$ cat src/rtl/sw_debounce_pkg.sv
// Shared go-board definitions for switch debouncing: FSM encoding and timing defaults.
// Latency: n/a (types, constants and a width helper only).
// Backpressure: n/a.
package sw_debounce_pkg;

    // 10 ms of stability at the 25 MHz board clock.
    localparam int unsigned DEBOUNCE_CYCLES_DEFAULT = 250000;

    typedef enum logic [1:0] {
        IDLE_LO = 2'd0,
        CHK_HI  = 2'd1,
        IDLE_HI = 2'd2,
        CHK_LO  = 2'd3
    } sw_state_t;

    // Stability counter width: ceil(log2(cycles)), but never zero bits so that
    // DEBOUNCE_CYCLES=1 still gets a legal (constant-zero) counter.
    function automatic int unsigned stab_width(input int unsigned cycles);
        return (cycles <= 1) ? 1 : $clog2(cycles);
    endfunction

endpackage

$ cat src/rtl/sync2.sv
// Two-flop synchronizer bringing an asynchronous board input into the clock domain.
// Latency: 2 clk cycles from d to q.
// Backpressure: none; free-running sampler.
//
// Ports:
//   clk   - sampling clock, rising edge
//   rst_n - asynchronous active-low reset, both flops clear to 0
//   d     - asynchronous input
//   q     - synchronized output (second flop)
module sync2 (
    input  logic clk,
    input  logic rst_n,
    input  logic d,
    output logic q
);

    logic meta;

    always_ff @(posedge clk or negedge rst_n) begin
        if (!rst_n) begin
            meta <= 1'b0;
            q    <= 1'b0;
        end else begin
            meta <= d;
            q    <= meta;
        end
    end

endmodule

$ cat src/rtl/sw_debounce.sv
// Debounces a bouncing board switch into a clean level plus press/release pulses and a press counter.
// Latency: 2 sync + 1 FSM entry + DEBOUNCE_CYCLES cycles from a clean SW edge to LEVEL/PRESS/RELEASE.
// Backpressure: none; PRESS/RELEASE are single-cycle pulses that are not held.
//
// Ports:
//   CLK     - system clock, rising edge
//   RST_N   - asynchronous active-low reset
//   SW      - raw asynchronous switch, 1 = pressed
//   LEVEL   - debounced switch level (registered)
//   PRESS   - one-cycle pulse on an accepted 0->1 transition
//   RELEASE - one-cycle pulse on an accepted 1->0 transition
//   COUNT   - accepted presses, modulo 2^CNT_W
module sw_debounce
    import sw_debounce_pkg::*;
#(
    parameter int unsigned DEBOUNCE_CYCLES = DEBOUNCE_CYCLES_DEFAULT,
    parameter int unsigned CNT_W           = 8
) (
    input  logic             CLK,
    input  logic             RST_N,
    input  logic             SW,
    output logic             LEVEL,
    output logic             PRESS,
    output logic             RELEASE,
    output logic [CNT_W-1:0] COUNT
);

    localparam int unsigned      STAB_W   = stab_width(DEBOUNCE_CYCLES);
    localparam logic [STAB_W-1:0] STAB_MAX = STAB_W'(DEBOUNCE_CYCLES - 1);

    logic             sw_s;
    sw_state_t        state_q;
    sw_state_t        state_d;
    logic [STAB_W-1:0] stab_q;
    logic [STAB_W-1:0] stab_d;
    logic             level_d;
    logic             press_d;
    logic             release_d;
    logic [CNT_W-1:0] count_d;

    sync2 u_sync (
        .clk   (CLK),
        .rst_n (RST_N),
        .d     (SW),
        .q     (sw_s)
    );

    always_ff @(posedge CLK or negedge RST_N) begin
        if (!RST_N) begin
            state_q <= IDLE_LO;
            stab_q  <= '0;
            LEVEL   <= 1'b0;
            PRESS   <= 1'b0;
            RELEASE <= 1'b0;
            COUNT   <= '0;
        end else begin
            state_q <= state_d;
            stab_q  <= stab_d;
            LEVEL   <= level_d;
            PRESS   <= press_d;
            RELEASE <= release_d;
            COUNT   <= count_d;
        end
    end

    always_comb begin
        state_d   = state_q;
        stab_d    = stab_q;
        press_d   = 1'b0;
        release_d = 1'b0;
        count_d   = COUNT;

        unique case (state_q)
            IDLE_LO: begin
                stab_d = '0;
                if (sw_s) begin
                    state_d = CHK_HI;
                end
            end
            CHK_HI: begin
                if (!sw_s) begin
                    // Bounce: abandon the check silently.
                    state_d = IDLE_LO;
                    stab_d  = '0;
                end else if (stab_q == STAB_MAX) begin
                    state_d = IDLE_HI;
                    stab_d  = '0;
                    press_d = 1'b1;
                    count_d = COUNT + CNT_W'(1);
                end else begin
                    stab_d = stab_q + STAB_W'(1);
                end
            end
            IDLE_HI: begin
                stab_d = '0;
                if (!sw_s) begin
                    state_d = CHK_LO;
                end
            end
            CHK_LO: begin
                if (sw_s) begin
                    state_d = IDLE_HI;
                    stab_d  = '0;
                end else if (stab_q == STAB_MAX) begin
                    state_d   = IDLE_LO;
                    stab_d    = '0;
                    release_d = 1'b1;
                end else begin
                    stab_d = stab_q + STAB_W'(1);
                end
            end
            default: begin
                state_d = IDLE_LO;
                stab_d  = '0;
            end
        endcase

        // LEVEL follows the state being entered so it flips on the acceptance edge.
        level_d = (state_d == IDLE_HI) || (state_d == CHK_LO);
    end

endmodule

$ cat config.mk
export PLATFORM = sky130hd
export DESIGN_NAME = sw_debounce
export DESIGN_NICKNAME = d
export VERILOG_FILES = /design/src/rtl/sw_debounce_pkg.sv /design/src/rtl/sync2.sv /design/src/rtl/sw_debounce.sv
export SDC_FILE = /design/constraint.sdc
export NUM_CORES = 1
export LEC_CHECK = 0
export CORE_AREA = 2 2 55 83
export CTS_CLUSTER_DIAMETER = 30
export DETAILED_ROUTE_END_ITERATION = 6
export DIE_AREA = 0 0 57 85
export PLACE_DENSITY = 0.68
export SYNTH_ARGS = -nofsm -noshare
export SYNTH_HDL_FRONTEND = slang
export SYNTH_SLANG_ARGS = --single-unit
$ cat constraint.sdc
create_clock -name CLK -period 5.2 [get_ports CLK]
set_clock_uncertainty 0.05 [all_clocks]
set_input_delay 1.04 -clock CLK [delete_from_list [all_inputs] [get_ports CLK]]
set_output_delay 1.04 -clock CLK [all_outputs]
set_load 0.02 [all_outputs]
==> out/qor.yml, run 1 <==
run_status:
  status: "finished clean"
worst_setup_path:
  critPathMaxFanout: 5
  r2r-end: "COUNT[1]"
  max_stage_delay_ps: 630
  path_cells: "clkdlybuf4s50_1"
  worst_ep_arrival_time_ps: 1340
  worst_path_max_delay_cell: "clkdlybuf4s50_1"
  reg2reg_depth: 4
  r2r_start: "stab_q[5]"
  worstPathRequired_ps: 4110
  r2r_slack_ps: 3210
  path_buf_inv: 1
  crit_family: "buffers and inverters"
  start_kind: "flip-flop"
  cp.depth: 1
  crit_start: "COUNT[0]"
  end_kind: "output port"
  critical_path_class: "flip-flop to output port"
grt:
  grt_max_degree: 34
  grt_util_all_layers_pct: 13.9
  antenna_found_initial: 0
  grt_pass1_vias: 1200
  grt_remaining_overflow: 0
  grt_first_pass_wirelength_um: 5330
logic_synthesis:
  synthTopCellsByCount: "dfrtp_1, nor2_1, xor2_1"
  ys_types: 33
  synthCells: 148
  synthMuxAreaShare_pct: 2.13
  synth_edf_count: 0
  synth_top_family_by_area: "simple AND/OR/NAND/NOR gates"
  avgSynthCellArea_um2: 10.7
  async_reset_ff_share_pct: 100
  yosys.area_share.simple_pct: 26.8
  syn_area_um2: 1590
  synth_flop_cell: "dfrtp_1"
  synth_top_area_cell: "dfrtp_1"
  synth_fa_ha_area_share_pct: 1.58
  synth.most_common_cell: "dfrtp_1"
  synth_area_leaders: "dfrtp_1, xor2_1, xnor2_1, nor2_1, nand3_1"
  seq_area_frac_synth_pct: 52.1
  synth_warnings: 0
  synthDominantCellAreaShare_pct: 52.1
  syn-num-nets: 153
  synth_xor_area_share_pct: 11.0
  synth-compound-area-share_pct: 3.71
  synth-seq-cells: 33
min_path:
  whs_path_depth: 0
  min_to: "u_sync.q"
  hold_start: "u_sync.meta"
  hp-class: "flip-flop to flip-flop"
sta:
  finalCritPeriodShare_pct: 46.7
  slew_headroom_pct: 54.2
  rsz0062_at_grt: "no"
  setup_ws_ps: 2770
  tns_ps: 0
  maxSlewViolCount: 0
  finalHoldViolations: 0
  hold_ws_ps: 301
  fmax_mhz: 412
  timing_worst_slew_pin_value_ps: 687
  finalCriticalPeriod_ps: 2430
  setup_viol_count_final: 0
clocking:
  path_clk_slew_ps: 70
  cts_tree: "built"
  post_cts_buffers: 0
  clock_sinks: 33
  cts_hold_buf: 0
  root_buffer: "clkbuf_8"
  cts_resized: 0
  clkLatencyLatePin_ps: 280
  cts_buffers: 5
  htreeDepth: 2
  clock_path_buffers: 2
detailed_routing:
  viasPerCell: 5.42
  antenna_left: 0
  totalWireLength_um: 3010
  drt-pass1-iter-count: 4
  drc: 0
  dr.first_iter.drc_count: 48
  avgRoutedWirePerCell_um: 14.3
  vias: 1144
power:
  ir_worst_vdd_mv: 0.192
  powerDensity_nw_per_um2: 247
  p_leak_nw: 0.773
  power_mw: 0.455
layout:
  final_layout_size_suffix_gt1_share_pct: 10.9
  diodes: 0
  syn2layout_area_growth_pct: 16.1
  num-fill-cells: 405
  final_core_util_pct: 44.5
  num-nets-final: 169
place:
  post-dp-hpwl_um: 2140
  post-place-ws_ps: 3080
  portBuffers: 13
  routabilityCongestion: 0.752
floorplan:
  start_util_pct: 38.3
  die_area_um2: 4850
  die-height_um: 85
  top_level_ports: 14
  fp.dieW_um: 57
  core_um2: 4140
  rows: 29
flow_run:
  maxCapViolations: 0
[registers in the layout (all words and copies together) (netlist names)]
register     flops
COUNT            8
RELEASE          1
u_sync.q         1
stab_q          18
state_q          2
PRESS            1
u_sync.meta      1
LEVEL            1
[through the flow]
step | cell area [um2] | cells
finish | 1840 | 211
floorplan | 1590 | 148
global route | 1840 | 211
detailed placement | 1760 | 203
global placement | 1760 | 203
CTS | 1840 | 211
[per-layer routing]
layer | track usage, % | share of wire (%) | vias to the layer above
li1 | - | - | 549
met1 | 16.3 | 42 | 565
met2 | 23.6 | 53 | 23
met3 | 3.66 | 3.1 | 7
met4 | 6.34 | 2.0 | 0
met5 | 0 | 0 | -
[report_power, final]
part	internal [mW]	switching (mW)	leakage [nW]
Combinational	0.00341	0.00813	0.275
Clock	0.0926	0.0909	0.0450
Sequential	0.259	0.00163	0.453
[logic make-up (layout without fill, tap and decap cells)]
group,after synthesis,count (layout)
AOI/OAI and AO/OA,9,9
DFF,33,33
adders and majority gates,2,2
buffers and inverters,10,27
muxes,3,3
and+or+nand+nor,71,71
xor gates and xnor gates,20,20
[worst max-delay path by stage]
stage,endpoint
floorplan,COUNT[1]
global placement,COUNT[0]
detailed placement,COUNT[0]
CTS,COUNT[0]
global route,COUNT[1]
finish,COUNT[0]
[worst reg2reg max path, delay by kind of cell (launching register included)]
kind | cells | cell delay (ps)
multiplexers | 1 | 360
AND/OR/NAND/NOR | 3 | 970
flip-flops | 1 | 490
[cell type report]
| class | instances | area (um2) | area share, % |
|---|---|---|---|
| repair buffers | 14 | 138 | 7.48 |
| well taps | 46 | 57.6 | 3.13 |
| flip-flops and latches | 33 | 826 | 44.9 |
| multi-input cells | 105 | 718 | 39.0 |
| inverters | 5 | 18.8 | 1.02 |
| clock buffers | 6 | 72.6 | 3.94 |
| clock inverters | 2 | 10.0 | 0.544 |
[cell usage in the layout (no fill, tap or decap)]
cell type        instances
clkinv_2                 2
o31ai_1                  3
nand4_4                  1
and4_2                   1
and3_1                   2
or2_1                    1
xor2_1                  13
clkbuf_1                 1
nand4_1                  8
a21oi_1                  4
or2_4                    1
nand3_2                  1
and2_1                   2
and4bb_2                 1
buf_4                    1
nor3b_1                  1
nor3_1                   6
and4_1                   2
nand3_1                 11
clkdlybuf4s50_1         13
clkbuf_8                 5
nor4b_4                  1
or4_1                    4
inv_1                    5
ha_1                     2
o21bai_2                 1
dfrtp_1                 33
nor4_1                   4
mux2_2                   3
nor2b_1                  1
o21ai_0                  1
nand2_1                  7
xnor2_1                  7
nor2_1                  16
Power figures use the tool's default switching activity.
==> run 2, diff against run 1 <==
--- a/config.mk
+++ b/config.mk
@@ -9,7 +9,7 @@
 export CTS_CLUSTER_DIAMETER = 30
 export DETAILED_ROUTE_END_ITERATION = 6
 export DIE_AREA = 0 0 57 85
-export PLACE_DENSITY = 0.68
+export PLACE_DENSITY = 0.7
 export SYNTH_ARGS = -nofsm -noshare
 export SYNTH_HDL_FRONTEND = slang
 export SYNTH_SLANG_ARGS = --single-unit
==> constraint.sdc (replaced) <==
create_clock -name CLK -period 2 [get_ports CLK]
set_clock_uncertainty 0.05 [all_clocks]
set_input_delay 0.4 -clock CLK [delete_from_list [all_inputs] [get_ports CLK]]
set_output_delay 0.4 -clock CLK [all_outputs]
set_load 0.02 [all_outputs]
==> out/qor.yml, run 2 (same netlist as run 1, synthesis figures left out) <==
worst_setup_path:
  critPathMaxFanout: 7  # was 5
  worst_ep_arrival_time_ps: 1970  # was 1340 ps
  path_cells: "nor4b_4, nand3_2, nor2_1, mux2_2"  # was clkdlybuf4s50_1
  worstPathRequired_ps: 2130  # was 4110 ps
  critical_path_class: "flip-flop to flip-flop"  # was flip-flop to output port
  worst_path_max_delay_cell: "dfrtp_1"  # was clkdlybuf4s50_1
  max_stage_delay_ps: 480  # was 630 ps
  start_kind: "flip-flop"  # unchanged
  end_kind: "flip-flop"  # was output port
power:
  internal-power_mw: 1.09  # was 0.355 mW
  powerDensity_nw_per_um2: 712  # was 247 nW/um2
  p_leak_nw: 0.801  # was 0.773 nW
  seqPwrFrac_pct: 50.1  # was 57.2%
  p_sw_share_pct: 19.4  # was 22.1%
  power_mw: 1.35  # was 0.455 mW
  power_frac_comb_pct: 2.3  # was 2.5%
  ir_worst_vdd_mv: 0.614  # was 0.192 mV
  p_switching_mw: 0.262  # was 0.101 mW
  p_clk_share_pct: 47.5  # was 40.3%
layout:
  num-fill-cells: 391  # was 405
  multiInputGateArea_um2: 718  # unchanged
  final_common_cell: "dfrtp_1"  # unchanged
  final_cell_mix: "dfrtp_1, nor2_1, xor2_1, clkdlybuf4s50_1, nand3_1"  # unchanged
  top_register: "stab_q"  # unchanged
  syn2layout_area_growth_pct: 19.7  # was 16.1%
  num-nets-final: 172  # was 169
  final_layout_size_suffix_gt1_share_pct: 12.5  # was 10.9%
  regArea_um2: 826  # unchanged
  diodes: 0  # unchanged
  largest_reg_flops: 18  # unchanged
  reg.largest.list: "stab_q: 18 flops, COUNT: 8 flops, state_q: 2 flops"  # unchanged
detailed_routing:
  vias: 1163  # was 1144
  dr.first_iter.drc_count: 57  # was 48
  totalWireLength_um: 3050  # was 3010 um
  viasPerCell: 5.43  # was 5.42
  drc: 0  # unchanged
  drt-pass1-iter-count: 4  # unchanged
  avgRoutedWirePerCell_um: 14.3  # about the same
  antenna_left: 0  # unchanged
flow_run:
  maxCapViolations: 0  # unchanged
clocking:
  cts_buffers: 5  # unchanged
  path_clk_slew_ps: 70  # about the same
  clock_path_buffers: 2  # unchanged
  cts_resized: 0  # unchanged
  cts_tree: "built"  # unchanged
  cts_hold_buf: 0  # unchanged
  root_buffer: "clkbuf_8"  # unchanged
  post_cts_buffers: 0  # unchanged
  clkLatencyLatePin_ps: 290  # was 280 ps
  clock_sinks: 33  # unchanged
  htreeDepth: 2  # unchanged
sta:
  finalCriticalPeriod_ps: 1850
  finalCritPeriodShare_pct: 92.3
  hold_ws_ps: 303  # was 301 ps
  fmax_mhz: 541
  timing_worst_slew_pin_value_ps: 418  # was 687 ps
  slew_headroom_pct: 72.1  # was 54.2%
  rsz0062_at_grt: "no"  # unchanged
  setup_viol_count_final: 0  # unchanged
  tns_ps: 0  # unchanged
  maxSlewViolCount: 0  # unchanged
  finalHoldViolations: 0  # unchanged
min_path:
  hp-class: "flip-flop to flip-flop"  # unchanged
grt:
  grt_remaining_overflow: 0  # unchanged
  grt_first_pass_wirelength_um: 5180  # was 5330 um
  met2_usage_pct: 25.1  # was 23.6%
  grt_use_met1_pct: 13.9  # was 16.3%
  grt.busiest_layer: "met2"  # unchanged
  grt_util_all_layers_pct: 14.0  # was 13.9%
  grt_max_degree: 34  # unchanged
  grt_pass1_vias: 1209  # was 1200
  antenna_found_initial: 0  # unchanged
  use_met3_pct: 4.27  # was 3.66%
place:
  post-dp-hpwl_um: 2220  # was 2140 um
  portBuffers: 13  # unchanged
  routabilityCongestion: 0.820  # was 0.752
floorplan:
  die-height_um: 85  # unchanged
  core_um2: 4140  # unchanged
  top_level_ports: 14  # unchanged
  die_area_um2: 4850  # unchanged
  rows: 29  # unchanged
  fp.dieW_um: 57  # unchanged
  start_util_pct: 38.3  # unchanged
run_status:
  status: "finished clean"  # unchanged
## run 2: changes by cell type in the layout (fill, tap and decap cells not counted)
cell	previous run	this run
bufinv_16	0	1
buf_4	1	4
clkbuf_8	5	6
clkinv_2	2	0
## run 2: per-layer routing
metal  up-vias  routed length (um)  share of wire (%)
met5         -                   0                  0
met4         0                  80                2.6
met3         6                 111                3.6
met2        23                1660                 54
met1       575                1200                 39
li1        559                   -                  -
## run 2: cell type report
cell class | count | share of cell area, %
clock buffer | 7 | 4.55
clock inverter | 1 | 1.58
inverter | 5 | 0.989
multi-input combinational | 105 | 37.9
sequential | 33 | 43.5
tap | 46 | 3.03
timing repair buffer | 17 | 8.44
## run 2: stage by stage
stage / setup slack [ps] / cells / cell area (um2) / util (%)
3_5_place_dp: 132 / 206 / 1780 / 43.0
4_1_cts: 142 / 214 / 1900 / 45.9
3_3_place_gp: 217 / 206 / 1780 / 43.0
2_1_floorplan: 245 / 148 / 1590 / -
5_1_grt: 21.3 / 214 / 1900 / 45.9
6_report: 153 / 214 / 1900 / 45.9
## run 2: worst max-delay path, delay by kind of cell (launching register included)
family,cells,cell delay (ps)
AND/OR/NAND/NOR,3,850
multiplexers,1,360
flip-flops,1,480
## run 2: worst paths after layout
check	cells after the start	from	slack (ps)	end
max in group asynchronous	2	RST_N	1120	LEVEL
min	0	u_sync.meta	300	u_sync.q
min reg2reg	0	u_sync.meta	300	u_sync.q
max reg2reg	4	stab_q[6]	150	COUNT[1]
max	4	stab_q[6]	150	COUNT[1]
min in group asynchronous	2	RST_N	470	stab_q[16]
## run 2: power by group through the flow
stage	clock (mW)	sequential, mW	combinational [mW]
6_report	0.642	0.677	0.0316
5_1_grt	0.688	0.677	0.0370
4_1_cts	0.658	0.676	0.0334
3_5_place_dp	0	0.689	0.0332
3_3_place_gp	0	0.689	0.0320
2_1_floorplan	0	0.688	0.0107
==> run 3, diff against run 2 <==
--- a/config.mk
+++ b/config.mk
@@ -10,6 +10,7 @@
 export DETAILED_ROUTE_END_ITERATION = 6
 export DIE_AREA = 0 0 57 85
 export PLACE_DENSITY = 0.7
+export SKIP_LAST_GASP = 1
 export SYNTH_ARGS = -nofsm -noshare
 export SYNTH_HDL_FRONTEND = slang
 export SYNTH_SLANG_ARGS = --single-unit
==> results of run 3 <==
Final layout, timing and power as in run 2 (identical DEF).
